## src/rtl/uart_line_buffer.sv

```systemverilog
// Line assembler between uart_rx and uart_tx: gathers bytes with backspace editing
// and releases a complete line (terminator or full buffer) as one burst.
module uart_line_buffer #(
    parameter int         DEPTH     = 256,
    parameter logic [7:0] TERM_CHAR = 8'h0D,
    parameter bit         BS_EDIT   = 1'b1
) (
    input  logic       axis_aclk,
    input  logic       axis_aresetn,
    input  logic       s_axis_tvalid,
    input  logic [7:0] s_axis_tdata,
    output logic       s_axis_tready,
    output logic       m_axis_tvalid,
    output logic [7:0] m_axis_tdata,
    input  logic       m_axis_tready,
    output logic       line_overflow,
    output logic       busy
);

    localparam int AW = $clog2(DEPTH);
    localparam int CW = AW + 1;

    localparam logic [0:0] ST_FILL  = 1'b0;
    localparam logic [0:0] ST_DRAIN = 1'b1;

    logic [0:0]    state_q, state_d;
    logic [CW-1:0] wr_cnt_q, wr_cnt_d;
    logic [CW-1:0] len_q, len_d;
    logic [AW-1:0] rd_ptr_q, rd_ptr_d;
    logic          rdy_q;
    logic          ovf_q, ovf_d;
    logic [7:0]    tdata_q, tdata_d;
    logic [7:0]    mem_q [DEPTH];

    logic          s_fire, m_fire, is_term, is_bs, mem_we;
    logic [AW-1:0] wr_addr;

    assign s_axis_tready = rdy_q;
    assign m_axis_tvalid = (state_q == ST_DRAIN);
    assign m_axis_tdata  = tdata_q;
    assign line_overflow = ovf_q;
    assign busy          = (state_q == ST_DRAIN);

    assign s_fire  = s_axis_tvalid && rdy_q;
    assign m_fire  = m_axis_tvalid && m_axis_tready;
    assign is_term = (s_axis_tdata == TERM_CHAR);
    assign is_bs   = BS_EDIT && !is_term &&
                     ((s_axis_tdata == 8'h08) || (s_axis_tdata == 8'h7F));
    assign mem_we  = s_fire && !is_bs;
    assign wr_addr = wr_cnt_q[AW-1:0];

    always_comb begin
        state_d  = state_q;
        wr_cnt_d = wr_cnt_q;
        len_d    = len_q;
        rd_ptr_d = rd_ptr_q;
        ovf_d    = 1'b0;
        tdata_d  = tdata_q;
        case (state_q)
            ST_FILL: begin
                if (s_fire) begin
                    if (is_term) begin
                        len_d    = wr_cnt_q + CW'(1);
                        rd_ptr_d = '0;
                        state_d  = ST_DRAIN;
                    end else if (is_bs) begin
                        if (wr_cnt_q != '0) wr_cnt_d = wr_cnt_q - CW'(1);
                    end else begin
                        wr_cnt_d = wr_cnt_q + CW'(1);
                        if (wr_cnt_q + CW'(1) == CW'(DEPTH)) begin
                            len_d    = CW'(DEPTH);
                            rd_ptr_d = '0;
                            ovf_d    = 1'b1;
                            state_d  = ST_DRAIN;
                        end
                    end
                end
            end
            default: begin
                if (m_fire) begin
                    if ({1'b0, rd_ptr_q} == len_q - CW'(1)) begin
                        state_d  = ST_FILL;
                        wr_cnt_d = '0;
                        rd_ptr_d = '0;
                    end else begin
                        rd_ptr_d = rd_ptr_q + AW'(1);
                    end
                end
            end
        endcase
        // Entry into DRAIN can coincide with writing byte 0 (a bare terminator line).
        if (state_d == ST_DRAIN) begin
            tdata_d = (mem_we && (wr_addr == rd_ptr_d)) ? s_axis_tdata : mem_q[rd_ptr_d];
        end
    end

    always_ff @(posedge axis_aclk or negedge axis_aresetn) begin
        if (!axis_aresetn) begin
            state_q  <= ST_FILL;
            wr_cnt_q <= '0;
            len_q    <= '0;
            rd_ptr_q <= '0;
            rdy_q    <= 1'b0;
            ovf_q    <= 1'b0;
            tdata_q  <= '0;
        end else begin
            state_q  <= state_d;
            wr_cnt_q <= wr_cnt_d;
            len_q    <= len_d;
            rd_ptr_q <= rd_ptr_d;
            rdy_q    <= (state_d == ST_FILL);
            ovf_q    <= ovf_d;
            tdata_q  <= tdata_d;
        end
    end

    always_ff @(posedge axis_aclk) begin
        if (mem_we) mem_q[wr_addr] <= s_axis_tdata;
    end

endmodule

```

## config.mk

```make
export PLATFORM = sky130hd
export DESIGN_NAME = uart_line_buffer
export DESIGN_NICKNAME = d
export VERILOG_FILES = /design/src/rtl/uart_line_buffer.sv
export SDC_FILE = /design/constraint.sdc
export NUM_CORES = 2
export LEC_CHECK = 0
export ABC_AREA = 1
export BUFFER_PORTS_ARGS = -buffer_cell sky130_fd_sc_hd__clkbuf_2
export CAP_MARGIN = 25
export CORE_ASPECT_RATIO = 0.5
export CORE_UTILIZATION = 29
export CTS_CLUSTER_SIZE = 40
export DETAILED_ROUTE_END_ITERATION = 10
export PLACE_DENSITY_LB_ADDON = 0.12
export SYNTH_ARGS = -nofsm -noshare
export SYNTH_HDL_FRONTEND = slang
export SYNTH_SLANG_ARGS = --single-unit
```

## constraint.sdc

```tcl
create_clock -name axis_aclk -period 8.5 [get_ports axis_aclk]
set_clock_uncertainty 0.1 [all_clocks]
set_input_delay 1.275 -clock axis_aclk [delete_from_list [all_inputs] [get_ports axis_aclk]]
set_output_delay 1.275 -clock axis_aclk [all_outputs]
set_load 0.1 [all_outputs]
```

== Yosys cells after proc, flatten, opt, wreduce, memory -nomap -nowiden ==
Memories as Yosys holds them, arrays and structs flattened. A register that Yosys moved wholly into a read port is not among the register bits.
Cells that the tools add are included.

* Bits in registers: 29
* Latch bits: 0
* RAM bits: 2048
* Bits in read-only memories: 0
* Bits of input ports: 12
* Output and inout bits: 12
* Memories: 1

{| class="wikitable"
|+ Memory list
! name !! words !! bits a word !! read ports !! clocked after Yosys merged registers in !! wr ports !! line !! RTL
|-
| mem_q || 256 || 8 || 1 || 1 || 1 || 33 || <nowiki>logic [7:0] mem_q [DEPTH];</nowiki>
|}

* Add/sub/neg operators: 4
* Multiply operators: 0
* Div/mod/pow operators: 0
* Order comparisons: 0
* Equal/unequal tests: 10
* Shift operators: 0
* Multiplexer cells: 29
* Bitwise logic cells: 2
* Reduce and logical (&&, ||, !) cells: 13

{| class="wikitable"
|+ Operators with widths
! cell !! count
|-
| 9-bit 2-to-1 mux || 10
|-
| 8-bit 2-to-1 mux || 7
|-
| 9-bit by 1-bit subtractor with 9-bit output (second input constant) || 2
|-
| 8-bit by 4-bit == test with 1-bit output (second input constant) || 2
|-
| 1-bit 2-to-1 mux || 12
|-
| 9-bit by 1-bit adder with 9-bit output (second input constant) || 1
|-
| 8-bit by 9-bit == test with 1-bit output || 1
|-
| 9-bit == test (second input constant) || 1
|-
| 9-bit nonzero test || 1
|-
| 8-bit by 1-bit adder with 8-bit output (second input constant) || 1
|-
| 8-bit by 7-bit == test with 1-bit output (second input constant) || 1
|-
| 5-bit AND reduction || 1
|-
| 1-bit logical AND || 4
|-
| 2-bit by 1-bit != test with 1-bit output (second input constant) || 2
|-
| 2-bit != test (second input constant) || 2
|-
| 4-bit AND reduction || 1
|-
| 2-bit nonzero test || 2
|-
| 1-bit logical NOT || 3
|-
| 3-bit by 2-bit != test with 1-bit output (second input constant) || 1
|-
| 1-bit NOT || 2
|-
| 1-bit logical OR || 1
|}

== Depth between registers and ports, before layout ==
* Depth after elaboration: 8
* Mapped depth: 28
* Mapped depth without buffers: 24

== Worst setup path before layout ==
No wires, ideal clock.

* Path kind: input-to-reg
* From: in s_axis_tdata[6]
* To: reg tdata_q[0], in the netlist m_axis_tdata[0] (read register of mem_q)
* Arrival: 3452 ps
* Required time: 8280 ps
* Setup slack: 4829 ps
* Cell stages on the path: 22
* Cells stage by stage: inv_1 > nand2_1 > nor3_1 > nand2_1 > nand2_1 > nor2_1 > buf_2 > nand2_1 > nand4_1 > nand2_1 > buf_4 > buf_2 > buf_1 > nand3_1 > nand3_1 > nand3_1 > nand3_1 > nand3_1 > nand3_1 > nand3_1 > nand2_1 > nand2_1

* Longest elaborated chain between the ends: 7

{| class="wikitable"
|+ RTL lines
! element !! line !! RTL
|-
| start: declaration || 11 || <nowiki>input logic [7:0] s_axis_tdata,</nowiki>
|-
| 8-bit by 4-bit == test with 1-bit output, or another cell as far along || 46 || <nowiki>assign is_term = (s_axis_tdata == TERM_CHAR);</nowiki>
|-
| 1-bit logical NOT or 1-bit logical OR (tied branches) || 47, 48 ||
|-
| 1-bit logical AND || 47 || <nowiki>assign is_bs = BS_EDIT && !is_term &&</nowiki>
|-
| 8-bit 2-to-1 mux or 1-bit 2-to-1 mux (tied branches) || 66 || <nowiki>end else if (is_bs) begin</nowiki>
|-
| 8-bit 2-to-1 mux or 1-bit 2-to-1 mux (tied branches) || 62 || <nowiki>if (is_term) begin</nowiki>
|-
| 8-bit 2-to-1 mux or 1-bit 2-to-1 mux (tied branches) || 61 || <nowiki>if (s_fire) begin</nowiki>
|-
| 8-bit 2-to-1 mux or 1-bit 2-to-1 mux (tied branches) || 59 || <nowiki>case (state_q)</nowiki>
|-
| end: declaration || 32 || <nowiki>logic [7:0] tdata_q, tdata_d;</nowiki>
|}

Parallel ways exist; a longest one is shown, timed or not.
A chain may end at the register's enable or synchronous reset.

== Worst setup path after layout ==
* From: in s_axis_tdata[5]
* To: reg tdata_q[6], in the netlist m_axis_tdata[6] (read register of mem_q)

The elaborated chain is that of the path after synthesis.

==> impl_metrics.json <==
{
  "status": "complete, no violations",
  "final_max_slew_viol_count": 0,
  "gp_congestion": 0.806,
  "drtPass1Iterations": 6,
  "r2r-end": "m_axis_tdata[6]",
  "antenna_found_initial": 18,
  "reg2reg_slack_ns": 2.33,
  "die_area_um2": 328000,
  "grt_max_degree": 182,
  "cts_tree": "built",
  "fillers": 32873,
  "r2r-start": "wr_cnt_q[1]",
  "crit_start": "s_axis_tdata[5]",
  "synth_top_area_share_pct": 65.2,
  "syn_inst": 9178,
  "peakVddDrop_v": 0.000308,
  "netlist_area_um2": 94400,
  "synth_edf_count": 2048,
  "core_area_um2": 322000,
  "grtUsageTotal_pct": 19.7,
  "synth.avg_cell_area_um2": 10.3,
  "multi_input_area_um2": 22900,
  "grt_overflow": 0,
  "relSlewSlack_pct": 26.1,
  "clk_path_buf_depth": 4,
  "numCtsBuffers": 216,
  "start_util_pct": 29.3,
  "wl_um": 331000,
  "hold_viol_final": 0,
  "syn_nets": 9197,
  "yosys_warnings": 0,
  "required_ns": 9.23,
  "place_area_um2": 98800,
  "clkLatencyLatePin_ns": 0.92,
  "min_period_over_period_pct": 75.8,
  "via_count": 66361,
  "final_cell_mix": "edfxtp_1 (2048), nand3_1 (1834), inv_1 (1669)",
  "ctsResizeCount": 0,
  "route.detailed.drc": 0,
  "clkSlewWorstSetupHoldPaths_ns": 0.06,
  "p_leak_nw": 41.5,
  "grt_pass1_vias": 63067,
  "fin_nets": 8913,
  "synth_area_leaders": "edfxtp_1 (65%), nand3_1 (9.7%), inv_1 (6.6%)",
  "ys_types": 40,
  "async_reset_ff_share_pct": 1.77,
  "num_rows": 147,
  "rsz0062_at_grt": "no",
  "root_buffer": "clkbuf_16",
  "worst_slew_pin_slew_ns": 1.10,
  "ys_seq_elements": 2085,
  "drt-vias-per-instance": 4.96,
  "cp-start-kind": "primary input",
  "yosysSeqAreaShare_pct": 66.1,
  "path_class": "in -> reg",
  "cp.arrival_ns": 7.17,
  "drt_iter0_markers": 6857,
  "fp.dieH_um": 405,
  "crit_path_end_kind": "flip-flop",
  "area_growth_pct": 11.5,
  "setup_viol": 0,
  "grt_pass1_wl_um": 476000,
  "hpwl_um": 180000,
  "postCtsHoldBufs": 0,
  "design_area_um2": 105000,
  "hp-class": "in -> async",
  "worstPathMaxFanout": 105,
  "drive_above_1_share_pct": 5.27,
  "htree_levels": 4,
  "layout_min_cycle_time_ns": 6.45,
  "wl_per_cell_um": 24.8,
  "final_antenna_net_count": 0,
  "io_pins": 24,
  "fp.dieW_um": 809,
  "synth_ff_type": "edfxtp_1",
  "dp_worst_setup_slack_ns": 1.23,
  "layout_commonest_cell": "edfxtp_1",
  "portBuffers": 23,
  "cts_setup_buffers": 0,
  "pwr_density_cell_nw_per_um2": 346,
  "reg2regPathDepth": 24,
  "fin_ws_ns": 2.05,
  "maxCapViolCount": 0,
  "finalSetupTns_ns": 0,
  "cts_sinks": 2085,
  "seq_area_um2": 62400,
  "max_freq_ghz": 0.155,
  "synth_top_area_cell": "edfxtp_1"
}
[through the flow]
step / hold WS [ns] / util (%) / instances / total power, mW
final: 0.331 / 32.6 / 13378 / 36.4
after global routing: 0.338 / 32.6 / 13374 / 38.2
after CTS: 0.297 / 32.6 / 13371 / 36.7
after detailed placement: 0.476 / 30.6 / 12994 / 27.5
after global placement: 0.468 / 30.6 / 12990 / 27.5
after floorplan: 0.393 / - / 9178 / 21.0
[power by group]
| group | internal, mW | switching [mW] |
|---|---|---|
| Combinational | 3.98 | 11.8 |
| Clock | 4.97 | 4.21 |
| Sequential | 11.4 | 0.0945 |
| Total | 20.3 | 16.1 |
[flip-flops by register name, summed over array words and instances, names as in the netlist]
register and cells:
busy 1, len_q 9, line_overflow 1, m_axis_tdata 8
mem_q 2048, rd_ptr_q 8, s_axis_tready 1, wr_cnt_q 9
[cells in the mapped netlist, types with 15 or more instances]
| library cell | n |
|---|---|
| inv_1 | 1671 |
| o21ai_1 | 15 |
| buf_4 | 27 |
| dfrtp_1 | 37 |
| buf_1 | 64 |
| nand4_1 | 782 |
| clkbuf_1 | 358 |
| nor2_1 | 381 |
| o211ai_1 | 66 |
| o21ai_0 | 40 |
| edfxtp_1 | 2048 |
| nand2_1 | 1534 |
| nand3_1 | 1838 |
| buf_2 | 208 |
| or2_2 | 21 |
[area by class of cell]
cell class,count,area share (%)
antenna,4,0.00951
clock buffer,272,5.34
clock inverter,105,0.727
inverter,1680,6.03
multi-input combinational,4748,21.7
sequential,2085,59.3
tap,4321,5.14
timing repair buffer,163,1.70
[how the worst max path moves through the flow]
stage,to,slack (ns),cells past startpoint
3_3_place_gp,m_axis_tdata[2],1.21,23
4_1_cts,m_axis_tdata[6],2.19,23
5_1_grt,m_axis_tdata[3],1.92,23
3_5_place_dp,m_axis_tdata[6],1.23,23
2_1_floorplan,m_axis_tdata[0],4.83,22
6_report,m_axis_tdata[6],2.05,23
[per-layer routing]
layer / wire (um) / global-route usage, % / up-vias
met5: 23 / 0 / -
met4: 7860 / 4.54 / 4
met3: 20300 / 3.14 / 416
met2: 145000 / 29.9 / 1918
met1: 158000 / 29.3 / 33300
li1: - / - / 30723
[critical path: stages]
cell     delay (ns)
buf_8          0.43
nand2_1        0.12
nor2_1         0.13
nand4_1        0.08
nand2_1        0.35
nor2_2         0.05
buf_4          0.24
nand3_4        0.43
nand3_4        0.61
inv_8          0.84
buf_4          0.46
nand2_1        0.09
nand2_1        0.07
nand2_1        0.05
nand3_1        0.08
nand3_1        0.08
nand3_1        0.16
nand3_1        0.38
nand3_1        0.37
nand3_1        0.14
nand3_1        0.09
nand2_1        0.08
nand2_1        0.06
[logic make-up (layout without fill, tap and decap cells)]
group           after synthesis  count (layout)  share of synthesized area (%)
compound gates              149             149                           1.01
other cells                   0               4                              0
buf+inv                    2345            2220                           9.77
fa+ha+maj                     7               7                         0.0928
xor+xnor                     17              17                          0.158
flops                      2085            2085                           66.1
simple gates               4575            4575                           22.8
Note: power is estimated with default switching activity, not from simulation.
